$ cat src/rtl/serial_cmp.sv
// -----------------------------------------------------------------------------
// serial_cmp
//
// Bit-serial magnitude/equality comparator for two W-bit unsigned words.
// An operand pair is captured on a start/ready handshake, both words are
// scanned MSB-first one bit per clock, and the result (equal / greater /
// less) is reported with a one-cycle done pulse. The per-bit datapath does
// not grow with W; only the two shift registers and the bit counter do.
//
// Handshake: a request is accepted on a rising edge where start=1 and
// ready=1. ready is a pure decode of the state register (high in IDLE
// only) and has no combinational path from start. start while ready=0 is
// ignored, never queued. a/b are only sampled on the accepting edge.
//
// Optional feature (compile-time macro):
//   SERIAL_CMP_EARLY_EXIT_EN - when defined, the scan stops on the first
//   differing bit and goes straight to DONE. Equal operands still take the
//   full W edges. Result values are the same in both builds.
//
// Parameters:
//   W        operand width in bits, legal range 2..64 (default 8)
//
// Ports:
//   clk      in   system clock, rising edge
//   reset_n  in   asynchronous active-low reset
//   start    in   request, sampled only while ready=1
//   a        in   operand A (W bits, unsigned)
//   b        in   operand B (W bits, unsigned)
//   ready    out  high in IDLE only
//   done     out  one-cycle completion pulse
//   aeqb     out  registered result a == b
//   agtb     out  registered result a > b
//   altb     out  registered result a < b
// -----------------------------------------------------------------------------
module serial_cmp #(
   parameter int W = 8
) (
   input  logic         clk,
   input  logic         reset_n,
   input  logic         start,
   input  logic [W-1:0] a,
   input  logic [W-1:0] b,
   output logic         ready,
   output logic         done,
   output logic         aeqb,
   output logic         agtb,
   output logic         altb
);

   // Counter holds W-1 down to 0.
   localparam int CW = (W > 2) ? $clog2(W) : 1;

   typedef enum logic [1:0] {
      IDLE = 2'd0,
      OP   = 2'd1,
      DONE = 2'd2
   } state_t;

   state_t         state_q;
   state_t         state_d;

   logic [W-1:0]   sa_q;
   logic [W-1:0]   sb_q;
   logic [CW-1:0]  n_q;
   logic           gt_q;
   logic           lt_q;
   logic           aeqb_q;
   logic           agtb_q;
   logic           altb_q;

   logic           accept;
   logic           bit_gt;
   logic           bit_lt;
   logic           decided;
   logic           gt_nx;
   logic           lt_nx;
   logic           last_bit;
   logic           finish;

   // --------------------------------------------------------------------------
   // Per-bit compare of the current MSBs
   // --------------------------------------------------------------------------
   always_comb begin
      accept   = (state_q == IDLE) && start;
      bit_gt   = sa_q[W-1] & ~sb_q[W-1];
      bit_lt   = ~sa_q[W-1] & sb_q[W-1];
      decided  = gt_q | lt_q;
      // Once a difference has been seen the flags are frozen; lower bits
      // cannot change the ordering of the words.
      gt_nx    = decided ? gt_q : bit_gt;
      lt_nx    = decided ? lt_q : bit_lt;
      last_bit = (n_q == '0);
`ifdef SERIAL_CMP_EARLY_EXIT_EN
      // The first differing bit settles the answer, so stop right there.
      finish   = last_bit | (~decided & (bit_gt | bit_lt));
`else
      finish   = last_bit;
`endif
   end

   // --------------------------------------------------------------------------
   // FSM: state register
   // --------------------------------------------------------------------------
   always_ff @(posedge clk or negedge reset_n) begin
      if (!reset_n) begin
         state_q <= IDLE;
      end else begin
         state_q <= state_d;
      end
   end

   // --------------------------------------------------------------------------
   // FSM: next-state logic
   // --------------------------------------------------------------------------
   always_comb begin
      state_d = state_q;
      case (state_q)
         IDLE: begin
            if (start) begin
               state_d = OP;
            end
         end
         OP: begin
            if (finish) begin
               state_d = DONE;
            end
         end
         DONE: begin
            // Unconditional: a start seen here is ignored, the next accept
            // can only happen from IDLE on the following edge.
            state_d = IDLE;
         end
         default: begin
            state_d = IDLE;
         end
      endcase
   end

   // --------------------------------------------------------------------------
   // FSM: outputs (decodes of the state register only)
   // --------------------------------------------------------------------------
   always_comb begin
      ready = 1'b0;
      done  = 1'b0;
      case (state_q)
         IDLE:    ready = 1'b1;
         DONE:    done  = 1'b1;
         default: begin
            ready = 1'b0;
            done  = 1'b0;
         end
      endcase
   end

   // --------------------------------------------------------------------------
   // Datapath: shift registers, bit counter and running flags
   // --------------------------------------------------------------------------
   always_ff @(posedge clk or negedge reset_n) begin
      if (!reset_n) begin
         sa_q <= '0;
         sb_q <= '0;
         n_q  <= '0;
         gt_q <= 1'b0;
         lt_q <= 1'b0;
      end else if (accept) begin
         sa_q <= a;
         sb_q <= b;
         n_q  <= CW'(W - 1);
         gt_q <= 1'b0;
         lt_q <= 1'b0;
      end else if (state_q == OP) begin
         sa_q <= {sa_q[W-2:0], 1'b0};
         sb_q <= {sb_q[W-2:0], 1'b0};
         n_q  <= n_q - 1'b1;
         gt_q <= gt_nx;
         lt_q <= lt_nx;
      end
   end

   // --------------------------------------------------------------------------
   // Result registers: loaded only on the edge that enters DONE, so they hold
   // across later accepts until the next completion.
   // --------------------------------------------------------------------------
   always_ff @(posedge clk or negedge reset_n) begin
      if (!reset_n) begin
         aeqb_q <= 1'b0;
         agtb_q <= 1'b0;
         altb_q <= 1'b0;
      end else if ((state_q == OP) && finish) begin
         agtb_q <= gt_nx;
         altb_q <= lt_nx;
         aeqb_q <= ~gt_nx & ~lt_nx;
      end
   end

   assign aeqb = aeqb_q;
   assign agtb = agtb_q;
   assign altb = altb_q;

endmodule

$ cat config.mk
export PLATFORM = sky130hd
export DESIGN_NAME = serial_cmp
export DESIGN_NICKNAME = d
export VERILOG_FILES = /design/src/rtl/serial_cmp.sv
export SDC_FILE = /design/constraint.sdc
export NUM_CORES = 1
export LEC_CHECK = 0
export CORE_ASPECT_RATIO = 0.6
export CORE_MARGIN = 1
export CORE_UTILIZATION = 53
export CTS_CLUSTER_DIAMETER = 30
export DETAILED_ROUTE_END_ITERATION = 6
export PLACE_DENSITY = 0.82
export SLEW_MARGIN = 10
export SYNTH_ARGS = -nofsm -noshare
export SYNTH_HDL_FRONTEND = slang
export SYNTH_SLANG_ARGS = --single-unit
export TNS_END_PERCENT = 30
$ cat constraint.sdc
create_clock -name clk -period 4.4 [get_ports clk]
set_clock_uncertainty 0.1 [all_clocks]
set_input_delay 1.32 -clock clk [delete_from_list [all_inputs] [get_ports clk]]
set_output_delay 1.32 -clock clk [all_outputs]
set_load 0.01 [all_outputs]
Word-level counts from Yosys, hierarchy flattened
Cells that the tools add are included.
Word-level totals
  output and inout bits: 5
  input port bits: 19
  flip-flop bits (word level): 26
  logic and storage cells: 45
Cells by class
  reduce and logical (&&, ||, !) cells: 6
  add/sub/neg operators: 1
  muxes and demuxes: 17
  equality and inequality tests: 4
  bitwise gates (word level): 8
Operators with widths (count)
  2-to-1 mux 8 bit: 4
  2-to-1 mux 1 bit: 8
  2-to-1 mux 3 bit: 2
  2-to-1 mux 2 bit: 2
  != test 2 bit (second input constant): 2
  inverter 1 bit: 4
  one-hot mux 2 bit (2 select lines): 1
  bitwise AND 1 bit: 3
  zero test 3 bit: 1
  subtractor 3 x 1 -> 3 bit (second input constant): 1
  equality test 2 x 1 -> 1 bit (second input constant): 1
  equality test 2 bit (second input constant): 1
  logical AND 1 bit: 2
  zero test 2 bit: 1
  AND reduction 2 bit: 1
  nonzero test 2 bit: 1
  OR 1 bit: 1

Longest topological paths before layout
Gate-level depths: netlist (run 1).
  word-level depth: 5
  mapped depth: 6
  mapped depth without buffers: 5

Worst setup path after synthesis (run 1)
Ideal clock, no wire load.
  kind: input -> register
  start point: in start
  end point: reg lt_q
  library setup time: 0.120 ns
  cell stages on the path: 4
  arrival time: 1.946 ns
  setup slack: 2.233 ns
  cell sequence: or3b_1 -> buf_2 -> a21oi_2 -> nor2_1
Between the ends
  longest elaborated chain between the ends: 2
  elaborated cells between the ends (all ways): 3
  those cells by class: 1 x mux; 2 x reduce/logical
Ends and longest elaborated chain
  start, declared: RTL line 40  | input logic start,
  logical AND 1 bit *: RTL line 84  | accept = (state_q == IDLE) && start;
  2-to-1 mux 1 bit or nonzero test 2 bit (tied branches)
  end signal, assigned: RTL line 176  | lt_q <= lt_nx;
  end, declared: RTL line 66  | logic lt_q;
Mark *: on every way between the ends. The rest lies on a longest branch, timed or not.
A chain may end at the register's enable or synchronous reset.

Worst setup path in the final report (run 1)
  start point: reg state_q[0]
  end point: out done
Between the ends
  longest elaborated chain between the ends: 2
Ends and longest elaborated chain
  start, declared: RTL line 59  | state_t state_q;
  start signal, assigned: RTL line 108  | state_q <= state_d;
  equality test 2 bit: RTL line 145  | case (state_q)
  2-to-1 mux 1 bit: RTL line 145
  end, declared: RTL line 44  | output logic done,
No other way between the ends.

==> results of run 1 <==
-- how the worst min path moves through the flow --
| stage | startpoint | endpoint | cells past startpoint |
|---|---|---|---|
| after floorplan | sa_q[1] | sa_q[1] | 2 |
| after global placement | sb_q[5] | sb_q[5] | 2 |
| after detailed placement | sb_q[6] | sb_q[6] | 2 |
| after CTS | sb_q[6] | sb_q[6] | 2 |
| after global routing | sa_q[4] | sa_q[4] | 2 |
| final | sb_q[6] | sb_q[6] | 2 |
-- cell families (layout without fill, tap and decap cells) --
logic type / after synthesis / in the layout
adder cells (fa/ha/maj): 2 / 2
XOR/XNOR: 2 / 2
buffers and inverters: 8 / 29
flip-flops: 26 / 26
multiplexers: 1 / 1
AO/OA/AOI/OAI: 23 / 23
AND/OR/NAND/NOR: 54 / 54
-- flip-flops by register name (all words and copies together), names as in the netlist --
signal   count
aeqb         1
agtb         1
altb         1
gt_q         1
lt_q         1
n_q          3
sa_q         8
sb_q         8
state_q      2
-- per-layer routing --
layer / vias to the layer above / global-route usage
met5: - / 0
li1: 436 / -
met1: 399 / 0.274
met4: 0 / 0.0872
met3: 4 / 0.0595
met2: 22 / 0.370
-- Yosys cell counts, types with 2 or more instances --
master	count
nand3_1	2
nor3b_1	2
inv_1	2
nor2_1	7
buf_4	4
nor2b_1	2
nand2_1	34
a21oi_1	4
a22oi_1	14
ha_1	2
o21ai_0	2
dfrtp_1	26
-- through the flow --
step / hold slack (ps) / instances / util / power (mW) / area [um2]
2_1_floorplan: 347 / 116 / - / 0.666 / 1180
3_3_place_gp: 358 / 162 / 0.713 / 0.746 / 1400
3_5_place_dp: 364 / 162 / 0.713 / 0.765 / 1400
4_1_cts: 385 / 165 / 0.734 / 0.897 / 1440
5_1_grt: 406 / 165 / 0.732 / 0.966 / 1440
6_report: 383 / 165 / 0.732 / 0.891 / 1440
-- area by class of cell --
cell class	count	area [um2]	share of cell area
clock buffer	3	41.3	0.0287
sequential	26	651	0.452
timing repair buffer	24	233	0.162
inverter	2	7.51	0.00522
tap	28	35.0	0.0243
multi-input combinational	82	472	0.328
-- worst max-delay path: cells and delay by family, from the launching register on --
kind / cells / cell delay, ps
buf+inv: 1 / 520
simple gates: 1 / 220
flops: 1 / 470
-- power groups by stage --
stage                     Combinational [mW]  Clock [mW]  Sequential [mW]
after floorplan                        0.261           0            0.405
after global placement                 0.336           0            0.410
after detailed placement               0.348           0            0.417
after CTS                              0.350       0.135            0.412
after global routing                   0.398       0.141            0.427
final                                  0.346       0.132            0.413
==> flow_metrics.env, run 1 <==
export IMPL_status="finished clean"
export IMPL_final_cell_mix="nand2_1, dfrtp_1, clkdlybuf4s50_1"
export IMPL_drive_gt1_frac=0.0584
export IMPL_cp_start_kind="flip-flop"
export IMPL_grt_first_pass_wirelength_um=3800
export IMPL_critical_path_class="flip-flop to primary output"
export IMPL_cp_max_fo=8
export IMPL_async_flop_share=1.00
export IMPL_cts_max_level=1
export IMPL_overflow=0
export IMPL_synth_top_family_by_area="simple AND/OR/NAND/NOR gates"
export IMPL_synth_edff_count=0
export IMPL_grt_max_degree=27
export IMPL_ctsResizeCount=0
export IMPL_diodes=0
export IMPL_combPwrFrac=0.389
export IMPL_crit_end="done"
export IMPL_pwr_share_clk=0.148
export IMPL_rsz0062_at_grt="no"
export IMPL_dr_wl_met2_um=975
export IMPL_synthSimpleGateAreaFrac=0.217
export IMPL_tightest_slew_ps=981
export IMPL_dr_wl_met3_um=114
export IMPL_fin_nets=160
export IMPL_crit_start="state_q[0]"
export IMPL_synth_xor_area_frac=0.0149
export IMPL_slew_viol_final=0
export IMPL_clock_sinks=26
export IMPL_cp_data_required_time_ps=2980
export IMPL_slew_headroom=0.337
export IMPL_p_per_area_mw_per_mm2=619
export IMPL_p_int_mw=0.568
export IMPL_wl_um=2190
export IMPL_synth_fa_ha_area_frac=0.0213
export IMPL_cts_root_buffer="clkbuf_8"
export IMPL_ys_top_cells_by_area="dfrtp_1, nand2_1, a22oi_1, buf_4, nor2_1"
export IMPL_io_pins=24
export IMPL_clock_latency_ps=270
export IMPL_cts_buffers=3
export IMPL_power_frac_seq=0.463
export IMPL_dr_pass1_iters=4
export IMPL_cap_violations=0
export IMPL_fin_crit_sh=0.660
export IMPL_viasPerCell=5.22
export IMPL_worstPathCellList="and2b_1 -> clkdlybuf4s50_1"
export IMPL_port_buffer_count=23
export IMPL_synth_compound_area_frac=0.135
export IMPL_cp_arrival_ps=1480
export IMPL_top_layer="met4"
export IMPL_r2r_slack_ps=2360
export IMPL_drc=0
export IMPL_setup_viol=0
export IMPL_die_area_mm2=0.00242
export IMPL_path_clk_slew_ps=80
export IMPL_ys_types=27
export IMPL_cts_tree="yes"
export IMPL_drt_initial_drc_count=60
export IMPL_layout_commonest_cell="nand2_1"
export IMPL_synth_nets=137
export IMPL_p_sw_mw=0.323
export IMPL_die_y_um=38.5
export IMPL_postCtsHoldBufs=0
export IMPL_synth_area_per_cell_um2=10.1
export IMPL_synth_flop_cell="dfrtp_1"
export IMPL_setup_slack_ps=1500
export IMPL_post_route_min_period_ps=2900
export IMPL_synth_top_cell_area_share=0.553
export IMPL_ff2ff_path_depth=4
export IMPL_r2r_end="aeqb"
export IMPL_netlist_area_mm2=0.00118
export IMPL_slowest_delay_ps=520
export IMPL_synth_seq_cells=26
export IMPL_nFillCells=160
export IMPL_fp_dieW_um=62.8
export IMPL_antenna_left=0
export IMPL_grt_antenna_before_repair=0
export IMPL_cts_setup_buffers=0
export IMPL_dpl_hpwl_um=1550
export IMPL_p_leak_nw=0.684
export IMPL_rows=12
export IMPL_ys_seq_area_frac=0.553
export IMPL_area_delta_synth_final_pct=22.3
export IMPL_wl_per_cell_um=13.3
export IMPL_synth_top_cell_by_area="dfrtp_1"
export IMPL_start_util=0.598
export IMPL_gp_congestion=0.714
export IMPL_grt_use_total=0.219
export IMPL_wl_met1_um=1070
export IMPL_min_path_type="flip-flop to flip-flop"
export IMPL_fmax_mhz=344
export IMPL_via_count=861
export IMPL_setup_tns_ps=0
export IMPL_pre_cts_slack_ps=1450
export IMPL_reg2reg_from="n_q[0]"
export IMPL_swShare=0.362
export IMPL_core_area_mm2=0.00197
export IMPL_postSynthCellCount=116
export IMPL_synthMuxAreaShare=0.0128
export IMPL_vdd_drop_max_v=0.000331
export IMPL_ctsLongestPathBuffers=2
export IMPL_synth_warnings=0
export IMPL_grt_pass1_vias=853
export IMPL_critical_path_slowest_cell="clkdlybuf4s50_1"
export IMPL_hold_viol=0
export IMPL_worstSetupEndpointType="primary output"
(Power assumes the default switching activity.)
==> inputs of run 2 (changes only) <==
- CORE_UTILIZATION: 53 -> 45
- PLACE_DENSITY: 0.82 -> 0.74
- clock period: 4.4 -> 2.5 ns (I/O delays scaled with it)
==> run 2 against run 1 <==
  * Register-to-register slack worse by 1500 ps
  * Highest routed layer unchanged
  * Worst hold slack better by 0.54 ps
  * Largest power group unchanged
  * Via count is 3.3% higher
  * Global-route usage is 4.9 points lower
  * Non-clock buffer count is 3 higher
==> flow_metrics.env, run 2 (synthesized netlist as in run 1, its figures left out) <==
export IMPL_wl_met1_um=1050
export IMPL_slowest_delay_ps=520
export IMPL_cts_buffers=3
export IMPL_grt_first_pass_wirelength_um=3530
export IMPL_layout_commonest_cell="nand2_1"
export IMPL_p_leak_nw=0.699
export IMPL_hold_ws_ps=383
export IMPL_cts_setup_buffers=0
export IMPL_core_area_mm2=0.00231
export IMPL_clock_latency_ps=270
export IMPL_top_layer="met4"
export IMPL_worstSetupEndpointType="primary output"
export IMPL_hold_viol=0
export IMPL_ctsLongestPathBuffers=2
export IMPL_pre_cts_slack_ps=146
export IMPL_min_path_type="flip-flop to flip-flop"
export IMPL_cp_max_fo=8
export IMPL_final_cell_mix="nand2_1, dfrtp_1, clkdlybuf4s50_1"
export IMPL_wl_um=2130
export IMPL_worstHoldStart="sb_q[2]"
export IMPL_dr_wl_met2_um=955
export IMPL_drc=0
export IMPL_crit_buf_inv=1
export IMPL_ff2ff_path_depth=3
export IMPL_wl_per_cell_um=12.5
export IMPL_cp_start_kind="flip-flop"
export IMPL_rows=13
export IMPL_start_util=0.509
export IMPL_cts_root_buffer="clkbuf_8"
export IMPL_via_count=889
export IMPL_tightest_slew_ps=960
export IMPL_cp_data_required_time_ps=1650
export IMPL_slew_viol_final=0
export IMPL_diodes=0
export IMPL_total_power_mw=1.57
export IMPL_fin_nets=163
export IMPL_fmax_mhz=431
export IMPL_slew_headroom=0.358
export IMPL_postCtsHoldBufs=0
export IMPL_grt_pass1_vias=793
export IMPL_clock_sinks=26
export IMPL_layout_cells_non_filler=170
export IMPL_grt_max_degree=27
export IMPL_setup_viol=0
export IMPL_port_buffer_count=23
export IMPL_cp_arrival_ps=1470
export IMPL_gp_congestion=0.705
export IMPL_vdd_drop_max_v=0.000496
export IMPL_r2r_end="sb_q[5]"
export IMPL_cts_tree="yes"
export IMPL_antenna_left=0
export IMPL_rsz0062_at_grt="no"
export IMPL_dpl_hpwl_um=1520
export IMPL_cpLargestDelayFamily="buffers and inverters"
export IMPL_p_per_area_mw_per_mm2=1070
export IMPL_dr_wl_met3_um=122
export IMPL_path_clk_slew_ps=80
export IMPL_drive_gt1_frac=0.0714
export IMPL_viasPerCell=5.23
export IMPL_cap_violations=0
export IMPL_drt_initial_drc_count=50
export IMPL_r2r_slack_ps=830
export IMPL_dr_pass1_iters=4
export IMPL_area_delta_synth_final_pct=24.9
export IMPL_post_route_min_period_ps=2320
export IMPL_io_pins=24
export IMPL_setup_slack_ps=182
export IMPL_critical_path_class="flip-flop to primary output"
export IMPL_status="finished clean"
export IMPL_top_regs="sa_q (8), sb_q (8), n_q (3)"
export IMPL_ctsResizeCount=0
export IMPL_worstPathCellList="and2b_1 -> clkdlybuf4s50_1"
export IMPL_setup_tns_ps=0
export IMPL_placed_area_mm2=0.00143
export IMPL_fin_util=0.636
export IMPL_placedCellCount=167
export IMPL_cts_max_level=1
export IMPL_reg2reg_from="state_q[0]"
export IMPL_worst_hold_path_num_cells=2
export IMPL_nFillCells=199
export IMPL_overflow=0
export IMPL_fin_crit_sh=0.927
export IMPL_die_y_um=41.6
export IMPL_whs_endpoint="sb_q[2]"
export IMPL_grt_use_total=0.169
export IMPL_die_area_mm2=0.00283
export IMPL_critical_path_slowest_cell="clkdlybuf4s50_1"
export IMPL_grt_antenna_before_repair=0
export IMPL_fin_area_mm2=0.00147
export IMPL_fp_dieW_um=68
run 2: cell count changes in the layout (fill, tap and decap cells not counted):
cell,previous run,this run
buf_4,1,4
clkdlybuf4s50_1,22,23
buf_2,1,0
run 2: worst max-delay path by stage:
stage | start | end | slack [ps] | cells past startpoint
6_report | state_q[0] | done | 180 | 2
5_1_grt | state_q[0] | done | 110 | 2
4_1_cts | state_q[0] | done | 170 | 2
3_5_place_dp | start | sb_q[5] | 150 | 4
3_3_place_gp | start | sb_q[2] | 160 | 4
2_1_floorplan | start | lt_q | 900 | 4
run 2: tightest hold or removal path, cell delays in order (launching register included):
cell and delay (ps):
dfrtp_1 350, nand2_1 50, nand2_1 60
run 2: power by group:
| part | switching [mW] | leakage, nW | total, mW | internal, mW |
|---|---|---|---|---|
| sequential | 0.126 | 0.326 | 0.722 | 0.596 |
| clock | 0.118 | 0.0216 | 0.226 | 0.108 |
| combinational | 0.312 | 0.352 | 0.618 | 0.306 |
run 2: routing by layer:
| metal | vias to the layer above | global-route usage |
|---|---|---|
| li1 | 445 | - |
| met1 | 418 | 0.238 |
| met2 | 24 | 0.257 |
| met3 | 2 | 0.0577 |
| met4 | 0 | 0.0250 |
| met5 | - | 0 |
run 2: final cells by class:
| type | instances | area [um2] | area share |
|---|---|---|---|
| flip-flops and latches | 26 | 651 | 0.443 |
| well taps | 30 | 37.5 | 0.0256 |
| clock buffers | 3 | 41.3 | 0.0281 |
| repair buffers | 27 | 260 | 0.177 |
| multi-input cells | 82 | 472 | 0.321 |
| inverters | 2 | 7.51 | 0.00511 |
